File: config.mk
export PLATFORM = sky130hd
export DESIGN_NAME = dev_bus_arbiter
export DESIGN_NICKNAME = d
export VERILOG_FILES = /design/src/rtl/dev_bus_pkg.sv /design/src/rtl/dev_bus_rr_arb.sv /design/src/rtl/dev_bus_arbiter.sv
export SDC_FILE = /design/constraint.sdc
export NUM_CORES = 1
export LEC_CHECK = 0
export ABC_CLOCK_PERIOD_IN_PS = 10450
export CAP_MARGIN = 20
export CORE_AREA = 2 2 132 134
export CTS_BUF_LIST = sky130_fd_sc_hd__clkbuf_4
export DETAILED_ROUTE_END_ITERATION = 10
export DIE_AREA = 0 0 134 136
export GPL_TIMING_DRIVEN = 0
export PLACE_DENSITY = 0.76
export SYNTH_ARGS = -nofsm -noshare
export SYNTH_HDL_FRONTEND = slang
export SYNTH_HIERARCHICAL = 1
export SYNTH_SLANG_ARGS = --single-unit
File: constraint.sdc
create_clock -name clk -period 10.45 [get_ports clk]
set_clock_uncertainty 0.1 [all_clocks]
set_input_delay 2.09 -clock clk [delete_from_list [all_inputs] [get_ports clk]]
set_output_delay 2.09 -clock clk [all_outputs]
set_load 0.005 [all_outputs]
File: src/rtl/dev_bus_pkg.sv
// dev_bus_pkg
//   Shared definitions for the device-bus arbiter: FSM state encoding,
//   the position of the device index inside a master address, and the
//   default read data returned for an unmapped device.
package dev_bus_pkg;

  typedef enum logic [1:0] {
    ST_IDLE   = 2'd0,
    ST_ACCESS = 2'd1,
    ST_DONE   = 2'd2
  } state_e;

  localparam int unsigned DEV_IDX_MSB = 11;
  localparam int unsigned DEV_IDX_LSB = 8;

  localparam logic [31:0] BAD_DATA_DEFAULT = 32'hdead_beef;

endpackage

File: src/rtl/dev_bus_rr_arb.sv
// dev_bus_rr_arb
//   Two-requester round-robin grant. With a single requester the grant goes
//   to it; with both requesting, the one not granted last wins. The last
//   grant is only remembered when the grant is actually consumed (take_i).
// Ports:
//   clk     in   system clock
//   rst     in   asynchronous active-high reset (last grant -> m1, so m0
//                wins the first tie)
//   req_i   in   [1:0] requests, bit 0 = m0, bit 1 = m1
//   take_i  in   grant is consumed this cycle
//   gnt_o   out  granted master (0 = m0, 1 = m1), combinational
module dev_bus_rr_arb (
  input  logic       clk,
  input  logic       rst,
  input  logic [1:0] req_i,
  input  logic       take_i,
  output logic       gnt_o
);

  logic last_gnt_q;
  logic last_gnt_d;

  always_comb begin
    gnt_o      = req_i[1];
    if (req_i == 2'b11) begin
      gnt_o = ~last_gnt_q;
    end
    last_gnt_d = last_gnt_q;
    if (take_i) begin
      last_gnt_d = gnt_o;
    end
  end

  always_ff @(posedge clk or posedge rst) begin
    if (rst) begin
      last_gnt_q <= 1'b1;
    end else begin
      last_gnt_q <= last_gnt_d;
    end
  end

endmodule

File: src/rtl/dev_bus_arbiter.sv
// dev_bus_arbiter
//   Shares a single-cycle device bus between two masters (m0 = CPU data
//   port, m1 = debug master). Each transaction runs IDLE -> ACCESS -> DONE:
//   the request is granted and latched in IDLE, the device bus is driven in
//   ACCESS, and the granted master sees a one-cycle ack in DONE.
// Ports:
//   clk, rst                 clock, asynchronous active-high reset
//   mX_req/we/addr/wdata     master X request; held stable until mX_ack
//   mX_ack/rdata/err         one-cycle completion, read data (held until
//                            the next ack), unmapped-device flag
//   dev_addr, dev_in         broadcast register address / write data
//   dev_we, dev_sel          one-hot write enable / select (ACCESS only)
//   dev_out_bus              device read data, device i at [32*i +: 32]
module dev_bus_arbiter
  import dev_bus_pkg::*;
#(
  parameter int unsigned NDEV     = 4,
  parameter logic [31:0] BAD_DATA = BAD_DATA_DEFAULT
) (
  input  logic              clk,
  input  logic              rst,
  input  logic              m0_req,
  input  logic              m0_we,
  input  logic [11:0]       m0_addr,
  input  logic [31:0]       m0_wdata,
  output logic              m0_ack,
  output logic [31:0]       m0_rdata,
  output logic              m0_err,
  input  logic              m1_req,
  input  logic              m1_we,
  input  logic [11:0]       m1_addr,
  input  logic [31:0]       m1_wdata,
  output logic              m1_ack,
  output logic [31:0]       m1_rdata,
  output logic              m1_err,
  output logic [7:0]        dev_addr,
  output logic [31:0]       dev_in,
  output logic [NDEV-1:0]   dev_we,
  output logic [NDEV-1:0]   dev_sel,
  input  logic [NDEV*32-1:0] dev_out_bus
);

  state_e      state_q, state_d;
  logic        gnt_q;
  logic        we_q;
  logic [11:0] addr_q;
  logic [31:0] wdata_q;
  logic [31:0] m0_rdata_q, m1_rdata_q;
  logic        m0_ack_q, m1_ack_q, m0_err_q, m1_err_q;

  logic            arb_gnt;
  logic            take;
  logic            in_access;
  logic [3:0]      idx;
  logic [NDEV-1:0] hit;
  logic            mapped;
  logic [31:0]     rd_mux;

  // A grant is consumed only when a request is seen while idle; requests
  // arriving in ACCESS/DONE simply wait for the next IDLE.
  assign take      = (state_q == ST_IDLE) && (m0_req || m1_req);
  assign in_access = (state_q == ST_ACCESS);

  dev_bus_rr_arb u_arb (
    .clk    (clk),
    .rst    (rst),
    .req_i  ({m1_req, m0_req}),
    .take_i (take),
    .gnt_o  (arb_gnt)
  );

  always_comb begin
    state_d = state_q;
    case (state_q)
      ST_IDLE:   if (take) state_d = ST_ACCESS;
      ST_ACCESS: state_d = ST_DONE;
      ST_DONE:   state_d = ST_IDLE;
      default:   state_d = ST_IDLE;
    endcase
  end

  always_ff @(posedge clk or posedge rst) begin
    if (rst) begin
      state_q <= ST_IDLE;
      gnt_q   <= 1'b0;
      we_q    <= 1'b0;
      addr_q  <= '0;
      wdata_q <= '0;
    end else begin
      state_q <= state_d;
      if (take) begin
        gnt_q   <= arb_gnt;
        we_q    <= arb_gnt ? m1_we    : m0_we;
        addr_q  <= arb_gnt ? m1_addr  : m0_addr;
        wdata_q <= arb_gnt ? m1_wdata : m0_wdata;
      end
    end
  end

  // Device decode: an index outside 0..NDEV-1 matches no hit bit, so the
  // select/write-enable stay all-zero and the read mux falls to BAD_DATA.
  assign idx = addr_q[DEV_IDX_MSB:DEV_IDX_LSB];

  generate
    for (genvar gi = 0; gi < NDEV; gi++) begin : g_dec
      assign hit[gi]     = (idx == 4'(gi));
      assign dev_sel[gi] = in_access && hit[gi];
      assign dev_we[gi]  = in_access && we_q && hit[gi];
    end
  endgenerate

  assign mapped   = |hit;
  assign dev_addr = in_access ? addr_q[7:0] : 8'h00;
  assign dev_in   = in_access ? wdata_q     : 32'h0;

  always_comb begin
    rd_mux = BAD_DATA;
    for (int i = 0; i < NDEV; i++) begin
      if (hit[i]) rd_mux = dev_out_bus[32*i +: 32];
    end
  end

  // Response registers: loaded on the ACCESS->DONE edge so ack/err are
  // high exactly during DONE. For writes the captured data is the value
  // the device presented before the write took effect.
  always_ff @(posedge clk or posedge rst) begin
    if (rst) begin
      m0_ack_q   <= 1'b0;
      m1_ack_q   <= 1'b0;
      m0_err_q   <= 1'b0;
      m1_err_q   <= 1'b0;
      m0_rdata_q <= '0;
      m1_rdata_q <= '0;
    end else begin
      m0_ack_q <= 1'b0;
      m1_ack_q <= 1'b0;
      m0_err_q <= 1'b0;
      m1_err_q <= 1'b0;
      if (in_access) begin
        if (gnt_q) begin
          m1_ack_q   <= 1'b1;
          m1_err_q   <= ~mapped;
          m1_rdata_q <= rd_mux;
        end else begin
          m0_ack_q   <= 1'b1;
          m0_err_q   <= ~mapped;
          m0_rdata_q <= rd_mux;
        end
      end
    end
  end

  assign m0_ack   = m0_ack_q;
  assign m1_ack   = m1_ack_q;
  assign m0_err   = m0_err_q;
  assign m1_err   = m1_err_q;
  assign m0_rdata = m0_rdata_q;
  assign m1_rdata = m1_rdata_q;

endmodule

After elaboration in Yosys (flattened, before gate mapping)
Cells that the tools add are included.
{"block": "classes", "eq_ne": 6, "mux": 20, "bitwise": 3, "n_reduce_logical": 16}
{"cell": "$mux W32", "n": 6}
{"cell": "$mux W12", "n": 1}
{"cell": "$logic_and A1 B1 Y1", "n": 10}
{"cell": "$mux W1", "n": 10}
{"cell": "$eq A4 B2 Y1 const B", "n": 2}
{"cell": "$mux W8", "n": 1}
{"cell": "$eq A4 B1 Y1 const B", "n": 1}
{"cell": "$logic_not A4 Y1", "n": 1}
{"cell": "$pmux W2 S2", "n": 1}
{"cell": "$reduce_and A2 Y1", "n": 2}
{"cell": "$reduce_or A4 Y1", "n": 1}
{"cell": "$not A1 Y1", "n": 3}
{"cell": "$eq A2 B1 Y1 const B", "n": 1}
{"cell": "$eq A2 B2 Y1 const B", "n": 1}
{"cell": "$logic_not A2 Y1", "n": 1}
{"cell": "$mux W2", "n": 1}
{"cell": "$ne A2 B2 Y1 const B", "n": 1}
{"cell": "$logic_or A1 B1 Y1", "n": 1}
{"block": "word_totals", "register_bits": 117, "inputBits": 222, "word_cells": 57}

Logic depth before layout (Yosys ltp)
Gate-level depths: netlist of run 1.
{"block": "logic_depth", "depth_word": 5, "ltp_mapped": 7, "depth_no_buf": 5}

Hierarchy
The synthesis of run 1 kept the hierarchy.
{"module": "dev_bus_arbiter", "instances": 1, "cells_per_inst": 609, "area_per_inst_um2": 5928.2, "seq_area_each_um2": 2902.8}
{"module": "dev_bus_rr_arb", "instances": 1, "cells_per_inst": 4, "area_per_inst_um2": 56.3, "seq_area_each_um2": 26.3}

Worst setup path before layout of run 1
Ideal clock, no wire load.
{"block": "synth_path", "path_kind": "reg2out", "from": "reg addr_q[8]", "to": "out dev_we[3]", "t_arrival_ps": 1097, "required_ps": 8260, "path_slack_ps": 7163, "path_stages_with_launch": 6, "path_buffers": 3, "path_cell_list": "dfrtp_1 > buf_6 > buf_6 > and3_1 > buf_2 > and3_1"}
{"block": "synth_between", "elab_chain_len": 2}
{"item": "from (decl)", "line": "dev_bus_arbiter.sv:46", "source": "logic [11:0] addr_q;"}
{"item": "from (signal assigned)", "line": "dev_bus_arbiter.sv:94", "source": "addr_q <= arb_gnt ? m1_addr : m0_addr;"}
{"item": "$eq A4 B2 Y1", "line": "dev_bus_arbiter.sv:106", "source": "assign hit[gi] = (idx == 4'(gi));"}
{"item": "$logic_and A1 B1 Y1", "line": "dev_bus_arbiter.sv:108", "source": "assign dev_we[gi] = in_access && we_q && hit[gi];"}
{"item": "to (decl)", "line": "dev_bus_arbiter.sv:38", "source": "output logic [NDEV-1:0] dev_we,"}
No other way between the ends.

Final worst setup path of run 1
{"block": "layout_path", "from": "reg addr_q[11]", "to": "out dev_we[1]"}
{"block": "layout_between", "elab_chain_len": 2}
{"item": "$eq A4 B1 Y1", "line": "dev_bus_arbiter.sv:106"}
{"item": "$logic_and A1 B1 Y1", "line": "dev_bus_arbiter.sv:108"}
No other way between the ends.

==> results of run 1 <==
==> worst paths after layout <==
kind	cells past startpoint	startpoint	slack (ns)	to
max	5	addr_q[11]	5.88	dev_we[1]
min	1	state_q[0]	0.37	state_q[0]
max reg2reg	4	addr_q[9]	8.53	m1_rdata[6]
min reg2reg	1	state_q[0]	0.37	state_q[0]
max in group asynchronous	3	rst	7.63	m0_rdata[5]
min in group asynchronous	2	rst	1.87	wdata_q[30]
==> sequential cells by signal (all words and copies together) (netlist names), 2 cells and up <==
name      count
m0_rdata     32
m1_rdata     32
wdata_q      32
addr_q       12
state_q       2
==> per-stage QoR <==
| stage | area [µm²] | hold WS, ns |
|---|---|---|
| after detailed placement | 9670 | 0.360 |
| after CTS | 9920 | 0.378 |
| final | 9920 | 0.372 |
| after floorplan | 5980 | 0.329 |
| after global placement | 9640 | 0.341 |
| after global routing | 9920 | 0.395 |
==> cell type report <==
cell class / count / area (µm²)
buffer: 49 / 285
sequential: 117 / 2930
clock inverter: 11 / 114
tap: 225 / 282
antenna: 1 / 2.50
inverter: 12 / 50.0
multi-input combinational: 435 / 2730
fill: 1499 / 6950
timing repair buffer: 338 / 3400
clock buffer: 18 / 135
==> logic make-up after synthesis <==
| group | share of synthesized area (%) |
|---|---|
| flip-flops | 48.9 |
| multiplexers | 16.0 |
| AND/OR/NAND/NOR | 14.6 |
| buffers and inverters | 5.52 |
| AO/OA/AOI/OAI | 15.0 |
==> synthesized netlist by cell type <==
master / n
mux2_2: 1
and2_1: 42
o21ai_1: 40
nand3_1: 1
nand2b_1: 10
buf_1: 1
clkbuf_1: 12
a22o_1: 24
or2_2: 1
nor3_2: 1
o2111ai_1: 8
buf_6: 7
dfrtp_1: 116
nor2_1: 71
mux2i_1: 93
and3_1: 2
dfstp_2: 1
inv_1: 10
inv_2: 1
nand2b_2: 1
clkinv_1: 1
a31oi_1: 16
buf_2: 24
o21ai_0: 16
buf_4: 5
mux2_4: 1
nor3_1: 2
nand2_1: 58
a21oi_1: 45
a21boi_2: 1
nor2b_2: 1
==> power breakdown <==
group          switching [W]  internal [W]
registers           0.000122      0.000686
logic               0.000653      0.000740
clock network       0.000171      0.000138
==> routing by layer <==
layer	vias to the layer above	share of wire, %
met5	-	0
met4	0	1.7
met3	24	9.4
met2	272	50
met1	2817	39
li1	2833	-
==> metrics.md, run 1 <==
| Metric | Value |
|---|---|
| M3 GR Usage | `~8%` |
| # rows | `48` |
| Core Box Area | `around 17000 µm²` |
| Leakage dissipation | `roughly 4.3 nW` |
| Post-Syn Instances | `around 600` |
| IR drop worst, VDD | `~110 µV` |
| Vias per cell | `4.93` |
| Vias after detailed routing | `5946` |
| Final Cycle Share | `between 40% and 50%` |
| 1st-pass router iterations | `5` |
| Minimum clock period | `approximately 4.6 ns` |
| Initial antenna violation count | `1` |
| Crit path max fanout | `10` |
| CTS tree | `done` |
| Initial Utilization | `around 35%` |
| Critical Path RT | `8.26 ns` |
| Worst-margin pin slew | `between 0.6 and 0.7 ns` |
| Die Wd | `between 100 and 150 µm` |
| Critical path's slowest cell | `clkdlybuf4s50_1` |
| Vias in the first global route | `roughly 6000` |
| Wire per inst | `18.4 µm` |
| DRT Wirelength | `approximately 22000 µm` |
| Top cell type's share of synthesized area | `around half` |
| Die H | `between 100 and 150 µm` |
| Max Cap Violations | `0` |
| Remaining antenna violation count | `0` |
| Pwr/cell area | `253 nW/µm²` |
| Postcts setup bufs | `0` |
| Crit-path cells | `nor2_1 -> buf_2 -> nand3_1 -> nor2_1 -> clkdlybuf4s50_1` |
| Max incr delay on CP | `0.51 ns` |
| Outcome | `finished clean` |
| Largest net degree at the start of global routing | `81` |
| Delay-heaviest family, CP | `buffers and inverters` |
| Placed insts | `approximately 1200` |
| Post_cts resized | `0` |
| PnR worst setup slack | `5.88 ns` |
| Clock Path Buffers | `2` |
| Synth Warn # | `6` |
| Layout cell share with drive strength beyond 1 | `7.65%` |
| Gp weighted congestion | `a little over 0.8` |
| Avg Inst Size Synth | `9.76 µm²` |
| Sequential area share after synthesis | `between 40% and 50%` |
| Root buffer cell | `clkbuf_4` |
| Unrepaired setup endpoints after global routing | `no` |
| P&R area growth vs syn | `65.8%` |
| Total gr overflow | `0` |
| Peak Freq | `around 220 MHz` |
| Relative max-transition margin | `approximately 58%` |
| H-tree levels | `4` |
| Final non-filler cell total | `1206` |
| Mapped Nets | `835` |
| Total power | `around 0.0025 W` |
| Setup TNS | `0 ns` |
| Cell mode on critical path | `nor2_1` |
| Hold Fails Final Rpt | `0` |
| Cts hold-fix bufs | `0` |
| Startpoint Class | `flip-flop` |
| GR Layer Usage met2 | `42.6%` |
| Gr busiest metal | `met2` |
| Slew Viols, Final | `0` |
| Top post-synthesis cells by area | `dfrtp_1, mux2i_1, nor2_1` |
| PortBufs | `337` |
| Die area | `around 18000 µm²` |
| #FFs+latches synth | `117` |
| Clock buffer count from CTS | `17` |
| Final setup fails | `0` |
| Post-route core utilization | `roughly 59%` |
| Detailed Place HPWL | `17300 µm` |
| Sink Count | `around 120` |
| GR Util All Layers | `about a quarter` |
| Pre-CTS WS | `about 6.2 ns` |
| Min-delay worst type | `reg2reg` |
| CP Capture Type | `output port` |
| Number of remaining DRC errors | `0` |
| Fin nets | `approximately 1200` |
| # IOs | `~340` |
| First-pass GRT wire length | `around 33000 µm` |
| Area leader, netlist | `dfrtp_1` |
| Worst skew pair latency | `approximately 0.52 ns` |
| Commonest non-fill, non-tap cell in the layout | `clkdlybuf4s50_1` |
| Most frequent cells in the layout | `clkdlybuf4s50_1, dfrtp_1, mux2i_1, nor2_1, nand2_1` |
| DRT iter0 DRCs | `between 200 and 250` |
| CP Data Arrival Time | `between 2 and 2.5 ns` |
| Grt met1 use | `a little over a quarter` |
| Worst setup path class | `reg2out` |
| Reg clk slew, reported paths | `about 0.11 ns` |
| CP Buf/Inv Count | `2` |
| Distinct cell type count after synthesis | `31` |
| Post-Syn Area | `around 6000 µm²` |
Power figures use the tool's default switching activity.
==> inputs of run 2 (changes only) <==
--- a/config.mk
+++ b/config.mk
@@ -5,14 +5,14 @@
 export SDC_FILE = /design/constraint.sdc
 export NUM_CORES = 1
 export LEC_CHECK = 0
-export ABC_CLOCK_PERIOD_IN_PS = 10450
+export ABC_CLOCK_PERIOD_IN_PS = 4070
 export CAP_MARGIN = 20
-export CORE_AREA = 2 2 132 134
+export CORE_MARGIN = 2
+export CORE_UTILIZATION = 36
 export CTS_BUF_LIST = sky130_fd_sc_hd__clkbuf_4
 export DETAILED_ROUTE_END_ITERATION = 10
-export DIE_AREA = 0 0 134 136
 export GPL_TIMING_DRIVEN = 0
-export PLACE_DENSITY = 0.76
+export PLACE_DENSITY = 0.79
 export SYNTH_ARGS = -nofsm -noshare
 export SYNTH_HDL_FRONTEND = slang
 export SYNTH_HIERARCHICAL = 1
==> constraint.sdc (replaced) <==
create_clock -name clk -period 4.07 [get_ports clk]
set_clock_uncertainty 0.1 [all_clocks]
set_input_delay 0.814 -clock clk [delete_from_list [all_inputs] [get_ports clk]]
set_output_delay 0.814 -clock clk [all_outputs]
set_load 0.005 [all_outputs]
==> run 2 against run 1 <==
Compared with the run above:
- hold slack worse by 0.011 ns
- wire length increased by 0.22%
- die area is 3.0% lower
- global-route usage is 1.5 points higher
- clock-buffer cell count unchanged
- critical path depth unchanged
- combinational power grew to 2.6 times the previous value
- cell count down 0.17%
- utilization up 1.8 points
- sequential share of layout area is essentially flat
==> metrics.md, run 2 (synthesized netlist as in run 1, its figures left out) <==
| Metric | Value |
|---|---|
| Reg-to-reg critical path startpoint | `addr_q[9] (unchanged)` |
| Worst setup path class | `reg2out (unchanged)` |
| Postcts setup bufs | `0 (unchanged)` |
| CP Data Arrival Time | `2.43 ns (was 2.38 ns)` |
| Root buffer cell | `clkbuf_4 (unchanged)` |
| Post_cts resized | `0 (unchanged)` |
| Gp weighted congestion | `0.787 (was 0.822)` |
| Unrepaired setup endpoints after global routing | `no (unchanged)` |
| Die H | `133 µm (was 136 µm)` |
| # rows | `47 (was 48)` |
| 1st-pass router iterations | `5 (unchanged)` |
| Hold Fails Final Rpt | `0 (unchanged)` |
| Initial Utilization | `36.5% (was 35.5%)` |
| Sink Count | `117 (unchanged)` |
| Vias per cell | `5.00 (was 4.93)` |
| PnR worst setup slack | `0.726 ns (was 5.88 ns)` |
| Pwr/cell area | `653 nW/µm² (was 253 nW/µm²)` |
| Critical Path RT | `3.16 ns (was 8.26 ns)` |
| Startpoint Class | `flip-flop (unchanged)` |
| H-tree levels | `4 (unchanged)` |
| Pre-CTS WS | `1.25 ns (was 6.23 ns)` |
| Wire per inst | `18.5 µm (was 18.4 µm)` |
| DRT iter0 DRCs | `237 (was 242)` |
| Vias in the first global route | `6186 (was 6029)` |
| Total gr overflow | `0 (unchanged)` |
| Vias after detailed routing | `6025 (was 5946)` |
| Final setup fails | `0 (unchanged)` |
| CP Capture Type | `output port (unchanged)` |
| Worst-margin pin slew | `0.627 ns (was 0.632 ns)` |
| Detailed Place HPWL | `17100 µm (was 17300 µm)` |
| CTS tree | `done (unchanged)` |
| Worst skew pair latency | `0.53 ns (was 0.52 ns)` |
| Die area | `17700 µm² (was 18200 µm²)` |
| Fin Hold WS | `0.361 ns (was 0.372 ns)` |
| First-pass GRT wire length | `34400 µm (was 33000 µm)` |
| Peak Freq | `299 MHz` |
| Worst hold endpoint | `state_q[0] (unchanged)` |
| Minimum clock period | `around 3.3 ns` |
| Reg clk slew, reported paths | `0.09 ns (was 0.11 ns)` |
| Relative max-transition margin | `58.0% (was 57.6%)` |
| Layout cell share with drive strength beyond 1 | `7.93% (was 7.65%)` |
| # IOs | `338 (unchanged)` |
| Max Cap Violations | `0 (unchanged)` |
| PortBufs | `337 (unchanged)` |
| Die Wd | `133 µm (was 134 µm)` |
| Total power | `0.00649 W (was 0.00251 W)` |
| Crit path max fanout | `10 (unchanged)` |
| Initial antenna violation count | `3 (was 1)` |
| RR Endpoint | `m0_rdata[12] (was m1_rdata[6])` |
| Reg-to-reg setup timing slack | `2.17 ns (was 8.53 ns)` |
| Final non-filler cell total | `1204 (was 1206)` |
| Clock Path Buffers | `2 (unchanged)` |
| Worst hold stages | `1 (unchanged)` |
| Clock buffer count from CTS | `17 (unchanged)` |
| Leakage dissipation | `4.34 nW (about the same)` |
| Number of remaining DRC errors | `0 (unchanged)` |
| Final Cycle Share | `82.2%` |
| DRT Wirelength | `22200 µm (about the same)` |
| GR Util All Layers | `25.5% (was 24.1%)` |
| Remaining antenna violation count | `0 (unchanged)` |
| Largest net degree at the start of global routing | `77 (was 81)` |
| Fin nets | `1192 (unchanged)` |
| Core Box Area | `16400 µm² (was 16900 µm²)` |
| IR drop worst, VDD | `268 µV (was 110 µV)` |
| Hold wc startpoint | `state_q[0] (unchanged)` |
| P&R area growth vs syn | `66.1% (was 65.8%)` |
| Min-delay worst type | `reg2reg (unchanged)` |
| Most frequent cells in the layout | `clkdlybuf4s50_1, dfrtp_1, mux2i_1, nor2_1, nand2_1 (unchanged)` |
| Reg2reg path depth | `4 (unchanged)` |
| Commonest non-fill, non-tap cell in the layout | `clkdlybuf4s50_1 (unchanged)` |
| Slew Viols, Final | `0 (unchanged)` |
| Placed insts | `1171 (was 1176)` |
| Outcome | `finished clean (unchanged)` |
| Cts hold-fix bufs | `0 (unchanged)` |
-- run 2: power breakdown --
group / total [W] / switching (W) / internal (W) / leakage, nW
Combinational: 0.00358 / 0.00168 / 0.00190 / 2.86
Sequential: 0.00208 / 0.000316 / 0.00176 / 1.33
Clock: 0.000833 / 0.000468 / 0.000365 / 0.141
-- run 2: worst max-delay path by stage --
stage              endpoint  slack, ns       start  depth (start not counted)
4_1_cts           dev_in[0]       0.64  state_q[1]                          5
3_5_place_dp      dev_in[0]       1.25  state_q[1]                          5
2_1_floorplan     addr_q[0]       0.08         rst                          1
6_report          dev_in[0]       0.73  state_q[1]                          5
3_3_place_gp   m0_rdata[27]      -1.72         rst                          2
5_1_grt           dev_in[0]       0.52  state_q[0]                          5
-- run 2: area by class of cell --
class                           count  area [µm²]
Tap cell                          220         275
Fill cell                        1422        6470
Multi-Input combinational cell    435        2730
Timing Repair Buffer              338        3400
Antenna cell                        1        2.50
Buffer                             49         285
Clock inverter                     14         136
Clock buffer                       18         135
Sequential cell                   117        2930
Inverter                           12        50.0
-- run 2: layer usage --
layer / part of all wire [%] / global-route usage, % / vias to the layer above
li1: - / - / 2845
met1: 39 / 29.0 / 2868
met5: 0.12 / 0 / -
met2: 50 / 44.4 / 277
met3: 9.4 / 9.85 / 31
met4: 1.6 / 7.89 / 4
-- run 2: worst max-delay path, cell delays in order, from the launching register on --
cell and delay (ns):
dfrtp_1 0.41, nor2b_2 0.13, buf_4 0.20, clkbuf_1 0.38, and2_1 0.25, clkdlybuf4s50_1 0.53
-- run 2: metrics by stage --
step / cell area [µm²] / util, % / setup TNS (ns)
3_5_place_dp: 9670 / 58.9 / 0
3_3_place_gp: 9630 / 58.7 / -198.90
6_report: 9940 / 60.6 / 0
4_1_cts: 9940 / 60.6 / 0
2_1_floorplan: 5980 / - / 0
5_1_grt: 9940 / 60.6 / 0
